--- src/rtl/id_ex_fwd_reg_pkg.sv ---
// Shared constants and helpers for the ID/EX forwarding register and its operand selectors.
package id_ex_fwd_reg_pkg;

    // Widest forwarding-source vector the priority search handles.
    localparam int unsigned MaxFwd = 32;

    // Register id 0 is hard-wired to zero and never takes a forwarded value.
    localparam int unsigned ZeroRegId = 0;

    // A NOP has every control bit clear.
    localparam logic CtrlNopBit = 1'b0;

    // Returns the index of the lowest set bit, which is the youngest matching
    // source. Returns -1 when no bit is set.
    function automatic int prio_first(input logic [MaxFwd-1:0] match);
        prio_first = -1;
        for (int k = MaxFwd - 1; k >= 0; k--) begin
            if (match[k]) begin
                prio_first = k;
            end
        end
    endfunction

endpackage

--- src/rtl/id_ex_fwd_reg_fwd_select.sv ---
// Chooses the operand value for one register id by comparing it against every forwarding source.
// The youngest matching source wins, and a pending winner falls back to the held value.
module fwd_select
    import id_ex_fwd_reg_pkg::*;
#(
    parameter int unsigned XLEN  = 32,
    parameter int unsigned RID_W = 5,
    parameter int unsigned NFWD  = 2
) (
    input  logic [RID_W-1:0]      src_id,
    input  logic [XLEN-1:0]       src_val,
    input  logic [NFWD-1:0]       fwd_valid,
    input  logic [NFWD-1:0]       fwd_pending,
    input  logic [NFWD*RID_W-1:0] fwd_dst_id,
    input  logic [NFWD*XLEN-1:0]  fwd_data,
    output logic [XLEN-1:0]       sel_val,
    output logic                  hit,
    output logic                  pending
);

    logic [NFWD-1:0]   match;
    logic [MaxFwd-1:0] match_ext;
    logic [XLEN-1:0]   win_data;
    logic              win_pend;
    logic              found;
    int                win;

    always_comb begin
        match = '0;
        for (int k = 0; k < NFWD; k++) begin
            match[k] = fwd_valid[k]
                && (fwd_dst_id[k*RID_W +: RID_W] != RID_W'(ZeroRegId))
                && (fwd_dst_id[k*RID_W +: RID_W] == src_id);
        end
        match_ext = '0;
        match_ext[NFWD-1:0] = match;
        win = prio_first(match_ext);

        win_data = '0;
        win_pend = 1'b0;
        for (int k = 0; k < NFWD; k++) begin
            if (win == k) begin
                win_data = fwd_data[k*XLEN +: XLEN];
                win_pend = fwd_pending[k];
            end
        end

        // A pending winner still blocks the older sources behind it.
        found   = (win >= 0);
        hit     = found && !win_pend;
        pending = found && win_pend;
        sel_val = hit ? win_data : src_val;
    end

endmodule

--- src/rtl/id_ex_fwd_reg.sv ---
// ID/EX pipeline register with priority operand forwarding, stall-time refresh of held
// operands, and load-use hazard detection.
module id_ex_fwd_reg
    import id_ex_fwd_reg_pkg::*;
#(
    parameter int unsigned XLEN   = 32,
    parameter int unsigned RID_W  = 5,
    parameter int unsigned NSRC   = 2,
    parameter int unsigned NFWD   = 2,
    parameter int unsigned CTRL_W = 8
) (
    input  logic                  sys_clk,
    input  logic                  rst,
    input  logic                  stall,
    input  logic                  bubble,
    input  logic                  in_valid,
    input  logic [XLEN-1:0]       in_pc,
    input  logic [CTRL_W-1:0]     in_ctrl,
    input  logic [NSRC*RID_W-1:0] in_src_id,
    input  logic [NSRC*XLEN-1:0]  in_src_val,
    input  logic [RID_W-1:0]      in_dst_id,
    input  logic                  in_reg_write,
    input  logic                  in_is_load,
    input  logic [NFWD-1:0]       fwd_valid,
    input  logic [NFWD-1:0]       fwd_pending,
    input  logic [NFWD*RID_W-1:0] fwd_dst_id,
    input  logic [NFWD*XLEN-1:0]  fwd_data,
    output logic                  out_valid,
    output logic [XLEN-1:0]       out_pc,
    output logic [CTRL_W-1:0]     out_ctrl,
    output logic [RID_W-1:0]      out_dst_id,
    output logic                  out_reg_write,
    output logic                  out_is_load,
    output logic [NSRC*XLEN-1:0]  out_src_val,
    output logic [NSRC-1:0]       fwd_hit,
    output logic                  hazard
);

    logic                  valid_q,     valid_d;
    logic [XLEN-1:0]       pc_q,        pc_d;
    logic [CTRL_W-1:0]     ctrl_q,      ctrl_d;
    logic [NSRC*RID_W-1:0] src_id_q,    src_id_d;
    logic [NSRC*XLEN-1:0]  src_val_q,   src_val_d;
    logic [RID_W-1:0]      dst_id_q,    dst_id_d;
    logic                  reg_write_q, reg_write_d;
    logic                  is_load_q,   is_load_d;

    logic [NSRC*XLEN-1:0]  sel_val;
    logic [NSRC-1:0]       sel_hit;
    logic [NSRC-1:0]       sel_pend;

    for (genvar i = 0; i < NSRC; i++) begin : g_src
        fwd_select #(
            .XLEN  (XLEN),
            .RID_W (RID_W),
            .NFWD  (NFWD)
        ) u_fwd_select (
            .src_id      (src_id_q[i*RID_W +: RID_W]),
            .src_val     (src_val_q[i*XLEN +: XLEN]),
            .fwd_valid   (fwd_valid),
            .fwd_pending (fwd_pending),
            .fwd_dst_id  (fwd_dst_id),
            .fwd_data    (fwd_data),
            .sel_val     (sel_val[i*XLEN +: XLEN]),
            .hit         (sel_hit[i]),
            .pending     (sel_pend[i])
        );
    end

    always_comb begin
        valid_d     = in_valid;
        pc_d        = in_pc;
        ctrl_d      = in_ctrl;
        src_id_d    = in_src_id;
        src_val_d   = in_src_val;
        dst_id_d    = in_dst_id;
        reg_write_d = in_reg_write;
        is_load_d   = in_is_load;
        if (bubble) begin
            valid_d     = 1'b0;
            pc_d        = '0;
            ctrl_d      = {CTRL_W{CtrlNopBit}};
            src_id_d    = '0;
            src_val_d   = '0;
            dst_id_d    = '0;
            reg_write_d = 1'b0;
            is_load_d   = 1'b0;
        end else if (stall) begin
            valid_d     = valid_q;
            pc_d        = pc_q;
            ctrl_d      = ctrl_q;
            src_id_d    = src_id_q;
            dst_id_d    = dst_id_q;
            reg_write_d = reg_write_q;
            is_load_d   = is_load_q;
            // Capture forwarded results so a producer retiring mid-stall is not lost.
            src_val_d   = sel_val;
        end
    end

    always_ff @(posedge sys_clk or posedge rst) begin
        if (rst) begin
            valid_q     <= 1'b0;
            pc_q        <= '0;
            ctrl_q      <= '0;
            src_id_q    <= '0;
            src_val_q   <= '0;
            dst_id_q    <= '0;
            reg_write_q <= 1'b0;
            is_load_q   <= 1'b0;
        end else begin
            valid_q     <= valid_d;
            pc_q        <= pc_d;
            ctrl_q      <= ctrl_d;
            src_id_q    <= src_id_d;
            src_val_q   <= src_val_d;
            dst_id_q    <= dst_id_d;
            reg_write_q <= reg_write_d;
            is_load_q   <= is_load_d;
        end
    end

    assign out_valid     = valid_q;
    assign out_pc        = pc_q;
    assign out_ctrl      = ctrl_q;
    assign out_dst_id    = dst_id_q;
    assign out_reg_write = reg_write_q;
    assign out_is_load   = is_load_q;
    assign out_src_val   = sel_val;
    assign fwd_hit       = sel_hit & {NSRC{valid_q}};
    assign hazard        = valid_q && (|sel_pend);

endmodule

--- config.mk ---
export PLATFORM = sky130hd
export DESIGN_NAME = id_ex_fwd_reg
export DESIGN_NICKNAME = d
export VERILOG_FILES = /design/src/rtl/id_ex_fwd_reg_pkg.sv /design/src/rtl/id_ex_fwd_reg_fwd_select.sv /design/src/rtl/id_ex_fwd_reg.sv
export SDC_FILE = /design/constraint.sdc
export NUM_CORES = 1
export LEC_CHECK = 0
export CORE_UTILIZATION = 45
export DETAILED_ROUTE_END_ITERATION = 16
export HOLD_SLACK_MARGIN = 0.02
export PLACE_DENSITY = 0.87
export SLEW_MARGIN = 10
export SYNTH_ARGS = -nofsm -noshare
export SYNTH_HDL_FRONTEND = slang
export SYNTH_SLANG_ARGS = --single-unit
--- constraint.sdc ---
create_clock -name sys_clk -period 7.6 [get_ports sys_clk]
set_clock_uncertainty 0.15 [all_clocks]
set_input_delay 2.28 -clock sys_clk [delete_from_list [all_inputs] [get_ports sys_clk]]
set_output_delay 2.28 -clock sys_clk [all_outputs]
set_load 0.05 [all_outputs]
* Word level (Yosys, flattened, before mapping) *
Cells that the tools add are included.
W data, S select, Z words.

operators by class
  order comparisons = 2
  equality and inequality tests = 7
  muxes and demuxes = 30
  bitwise logic cells = 1
  reductions and logical operators = 18

operators by type and width
  kind                   number
  $mux W32               12
  $mux W64               2
  $eq A32 B2 Y1 const B  2
  $ge A32 B1 Y1 const B  2
  $logic_not A32 Y1      2
  $eq A5 B5 Y1           4
  $mux W10               2
  $mux W8                2
  $logic_and A1 B1 Y1    11
  $mux W1                10
  $mux W5                2
  $reduce_bool A5 Y1     2
  $and A2 B2 Y2          1
  $logic_not A1 Y1       2
  $ne A2 B1 Y1 const B   1
  $reduce_or A2 Y1       1

storage, ports and cells
  flip-flop bits (word level) = 122
  input port bits = 204
  output and inout port bits = 115
  logic and storage cells = 66

* Logic depth before layout (Yosys ltp) *
  depth after elaboration = 13
  gate-level depth with buffers = 8
  mapped depth without buffers = 6

* Cells and area by module *
A second synthesis with hierarchy kept.

unflattened totals
  cell total of the unflattened synthesis = 606
  area total of the unflattened synthesis = 6764.0 um2

by module, submodules not included
  module         instances  cells each  area an instance (um2)  seq. area each (um2)
  id_ex_fwd_reg  1          398         4992.3                  3052.9
  fwd_select     2          104         885.8                   0.0

* Least setup slack after synthesis *
OpenSTA, ideal clock, no wires.

  kind = input to output
  start = input fwd_dst_id[1]
  end = output out_src_val[37]
  data arrival time = 4.641 ns
  required time = 5.170 ns
  setup slack = 0.529 ns
  cell stages on the path = 8
  buffers on the path = 2
  cell sequence = or4_4 -> nor2_1 -> nand4bb_1 -> buf_4 -> o2bb2ai_4 -> buf_6 -> nor2_1 -> nor3_1

between the ends
  longest elaborated chain between the ends = 10
  elaborated cells between the ends (all ways) = 15
  those cells by class = order compare (1); eq/ne (2); mux (6); reduce/logical (6)

RTL lines
  item                                                   line                            RTL
  start, declared                                        id_ex_fwd_reg.sv:26             input logic [NFWD*RID_W-1:0] fwd_dst_id,
  $reduce_bool A5 Y1                                     id_ex_fwd_reg_fwd_select.sv:32  && (fwd_dst_id[k*RID_W +: RID_W] != RID_W'(ZeroRegId))
  $logic_and A1 B1 Y1                                    id_ex_fwd_reg_fwd_select.sv:32
  $logic_and A1 B1 Y1 (*)                                id_ex_fwd_reg_fwd_select.sv:33  && (fwd_dst_id[k*RID_W +: RID_W] == src_id);
  $mux W32 (*)                                           id_ex_fwd_reg_pkg.sv:18         if (match[k]) begin
  branches (longest 5 deep; another with $ge A32 B1 Y1)  n/a
  $mux W32 (*)                                           id_ex_fwd_reg_fwd_select.sv:52  sel_val = hit ? win_data : src_val;
  end, declared                                          id_ex_fwd_reg.sv:34             output logic [NSRC*XLEN-1:0] out_src_val,

Mark *: on every way between the ends.

* Worst setup path after layout *
  start = input fwd_dst_id[5]
  end = output out_src_val[54]

between the ends
  longest elaborated chain between the ends = 11
  elaborated cells between the ends (all ways) = 16
  those cells by class = order compare (1); eq/ne (2); mux (7); reduce/logical (6)

RTL lines
  item                                                   line
  $reduce_bool A5 Y1                                     id_ex_fwd_reg_fwd_select.sv:32
  $logic_and A1 B1 Y1                                    id_ex_fwd_reg_fwd_select.sv:32
  $logic_and A1 B1 Y1 (*)                                id_ex_fwd_reg_fwd_select.sv:33
  $mux W32 (*) (2 in a row)                              id_ex_fwd_reg_pkg.sv:18
  branches (longest 5 deep; another with $ge A32 B1 Y1)  n/a
  $mux W32 (*)                                           id_ex_fwd_reg_fwd_select.sv:52

Marks and branches as above.

==> flow_summary_export.csv <==
group,metric,value,unit
run_status,status,"complete, no violations",
timing,drv_slew,0,
clock_network,cts.htree.levels,4,
timing,finalHoldViolations,0,
placed_design,post-dp-hpwl,17800,um
timing,worst_pin_slew,1.08,ns
final_layout,layout-drive-gt1-share,12.7,%
clock_network,cts_setup_buffers,0,
floorplanning,die_area,15400,um^2
synthesis,yosysTopAreaCellShare,45.6,%
grt,overflow,0,
floorplanning,die_w,124,um
clock_network,cts_tree,"done",
floorplanning,start_util,46.1,%
placed_design,place.gp.congestion,0.884,
critical_path,cp.required,5.17,ns
floorplanning,rows,44,
critical_path,reg2reg_depth,7,
critical_path,path_max_fanout,26,
placed_design,portBuffers,318,
clock_network,cts_num_sinks,122,
final_layout,fin_nets,1262,
clock_network,clk_pin_slew_worst_paths,0.06,ns
pwr,vdd_ir_drop_max,191,uV
pwr,leakage,4.84,nW
clock_network,cts_resized,0,
critical_path,crit_arrival,5.08,ns
synthesis,synthesis.nets,969,
floorplanning,coreArea,14500,um^2
grt,met2_usage,55.0,%
route,drt_iter0_drc,598,
critical_path,cp-start-kind,"input port",
final_layout,utilization,77.4,%
grt,use_met3,10.4,%
synthesis,synthTopCellsByCount,"nor2_1, dfrtp_1, nand2_1",
grt,grtUsageTotal,32.1,%
grt,grt.met1_usage,34.6,%
timing,holdWs,0.376,ns
worst_hold_path,holdCritPathClass,"flop to flop",
synthesis,syn_area,6700,um^2
timing,fmax,133,MHz
pwr,powerDensity,188,nW/um^2
critical_path,critical-path-slowest-cell,"nor4_1",
timing,setup_slack,0.0870,ns
critical_path,crit_path_max_incr_delay,0.66,ns
clock_network,clk_path_buf_depth,2,
final_layout,area_growth,68.1,%
floorplanning,die_h,124,um
route,drc,0,
clock_network,clock_latency,0.42,ns
route,vias,7158,
synthesis,post_synth_main_area_contributors,"dfrtp_1, mux2i_1, nor2_1",
timing,rsz0062_at_grt,"no",
critical_path,crit_path_end_kind,"primary output",
worst_hold_path,hold_depth,2,
critical_path,critPathKind,"input port to primary output",
route,wirelength,25000,um
synthesis,synth.most_common_cell,"nor2_1",
timing,relSlewSlack,28.2,%
clock_network,cts_buffers,17,
route,vias_per_cell,5.70,
synthesis,ys_seq_elements,122,
timing,tns,0,ns
timing,finalCritPeriodShare,98.9,%
grt,top_usage_layer,"met2",
grt,grt_pass1_wl,36600,um
synthesis,synth_flop_cell,"dfrtp_1",
clock_network,clockRootBuffer,"clkbuf_16",
route,final_antenna_net_count,0,
synthesis,yosysSeqAreaShare,45.6,%
synthesis,yosysWarnings,0,
route,drtPass1Iterations,9,
synthesis,synth_edf_count,0,
synthesis,synth_area_leader_cell,"dfrtp_1",
clock_network,postCtsHoldBufs,0,
grt,grt_pass1_vias,7181,
synthesis,ys_types,43,
flow_run,drv_cap,0,
floorplanning,ios,319,
synthesis,syn_inst,765,
route,wl_per_cell,19.9,um
timing,post-route-min-period,7.51,ns
synthesis,syn-mean-instance-area,8.75,um^2
synthesis,synth-async-reset-ratio,100,%
timing,setup-violations-final,0,
placed_design,dp_worst_setup_slack,0.138,ns
grt,antenna_found_initial,0,
grt,grt_max_degree,83,
critical_path,crit_chain,"clkdlybuf4s50_1 -> xnor2_1 -> nand4_1 -> nor4_1 -> o2bb2ai_4 -> nor2_1 -> nor3_1 -> buf_12",
==> final timing paths <==
path                                                start                        end  slack (ns)
worst max-delay path                        fwd_dst_id[5]            out_src_val[54]        0.09
worst min-delay path            out_dst_id[1]$_DFFE_PP0P_  out_dst_id[1]$_DFFE_PP0P_        0.38
worst max register to register    src_id_q[7]$_DFFE_PP0P_    src_val_q[51]$_DFF_PP0_        4.81
worst min register to register  out_dst_id[1]$_DFFE_PP0P_  out_dst_id[1]$_DFFE_PP0P_        0.38
max in group asynchronous                             rst     out_pc[13]$_DFFE_PP0P_        3.83
min in group asynchronous                             rst    src_val_q[58]$_DFF_PP0_        2.30
==> per-layer routing <==
layer | share of wire (%) | wire length, um
met1 | 36 | 9000
met5 | 0 | 0
met4 | 4.5 | 1120
met3 | 10 | 2510
met2 | 49 | 12400
==> per-stage QoR <==
stage,power [mW],instance area (um^2),cells
after floorplan,1.00,6700,765
after global placement,1.30,10700,1223
after global routing,2.18,11300,1254
after CTS,2.12,11200,1254
final,2.12,11300,1255
after detailed placement,1.31,10700,1223
==> critical path: cells and delay by family <==
kind,cells,cell delay (ns)
buffers and inverters,2,0.77
AOI/OAI and AO/OA,1,0.44
and+or+nand+nor,4,1.44
xor gates and xnor gates,1,0.14
==> state kept, by name (all words and copies together), names as in the netlist <==
| signal | cells |
|---|---|
| out_dst_id | 5 |
| out_reg_write | 1 |
| out_pc | 32 |
| out_ctrl | 8 |
| out_valid | 1 |
| out_is_load | 1 |
| src_id_q | 10 |
| src_val_q | 64 |
==> layout by cell type, fill, tap and decap left out, drive strengths merged, types with 2 or more instances in the layout <==
master         Yosys  final
a21o              32     32
a21oi             44     44
buf               24     83
bufinv             0      2
clkbuf            35     17
clkdlybuf4s50      0    250
clkinv             0      4
clkinvlp           0      2
dfrtp            122    122
inv               33     39
mux2i             58     58
nand2             72     72
nand3             22     22
nand4              2      2
nor2             127    127
nor2b              2      2
nor3              36     36
nor4               2      2
o21ai             53     53
o22ai             32     32
o31ai             20     20
o41ai             12     12
or2                2      2
or4                2      2
xnor2             17     17
xor2               3      3
==> power breakdown <==
part	total [mW]	leakage (nW)	switching (mW)	internal, mW
logic	0.595	2.94	0.318	0.277
registers	0.707	1.62	0.0194	0.688
clock network	0.814	0.282	0.325	0.488
total	2.12	4.84	0.663	1.45
==> logic make-up after synthesis <==
| family | after synthesis | synth area share [%] |
|---|---|---|
| buf+inv | 92 | 5.85 |
| flops | 122 | 45.6 |
| simple gates | 275 | 17.5 |
| mux | 58 | 8.67 |
| compound gates | 198 | 19.8 |
| xor+xnor | 20 | 2.62 |
==> final cells by class <==
cell class | instances | area (um^2)
Timing Repair Buffer | 333 | 3990
Fill cell | 941 | 3280
Multi-Input combinational cell | 551 | 3270
Sequential cell | 122 | 3050
Clock buffer | 17 | 425
Tap cell | 184 | 230
Clock inverter | 14 | 163
Inverter | 33 | 126
Antenna cell | 1 | 2.50
Power figures use the tool's default switching activity.
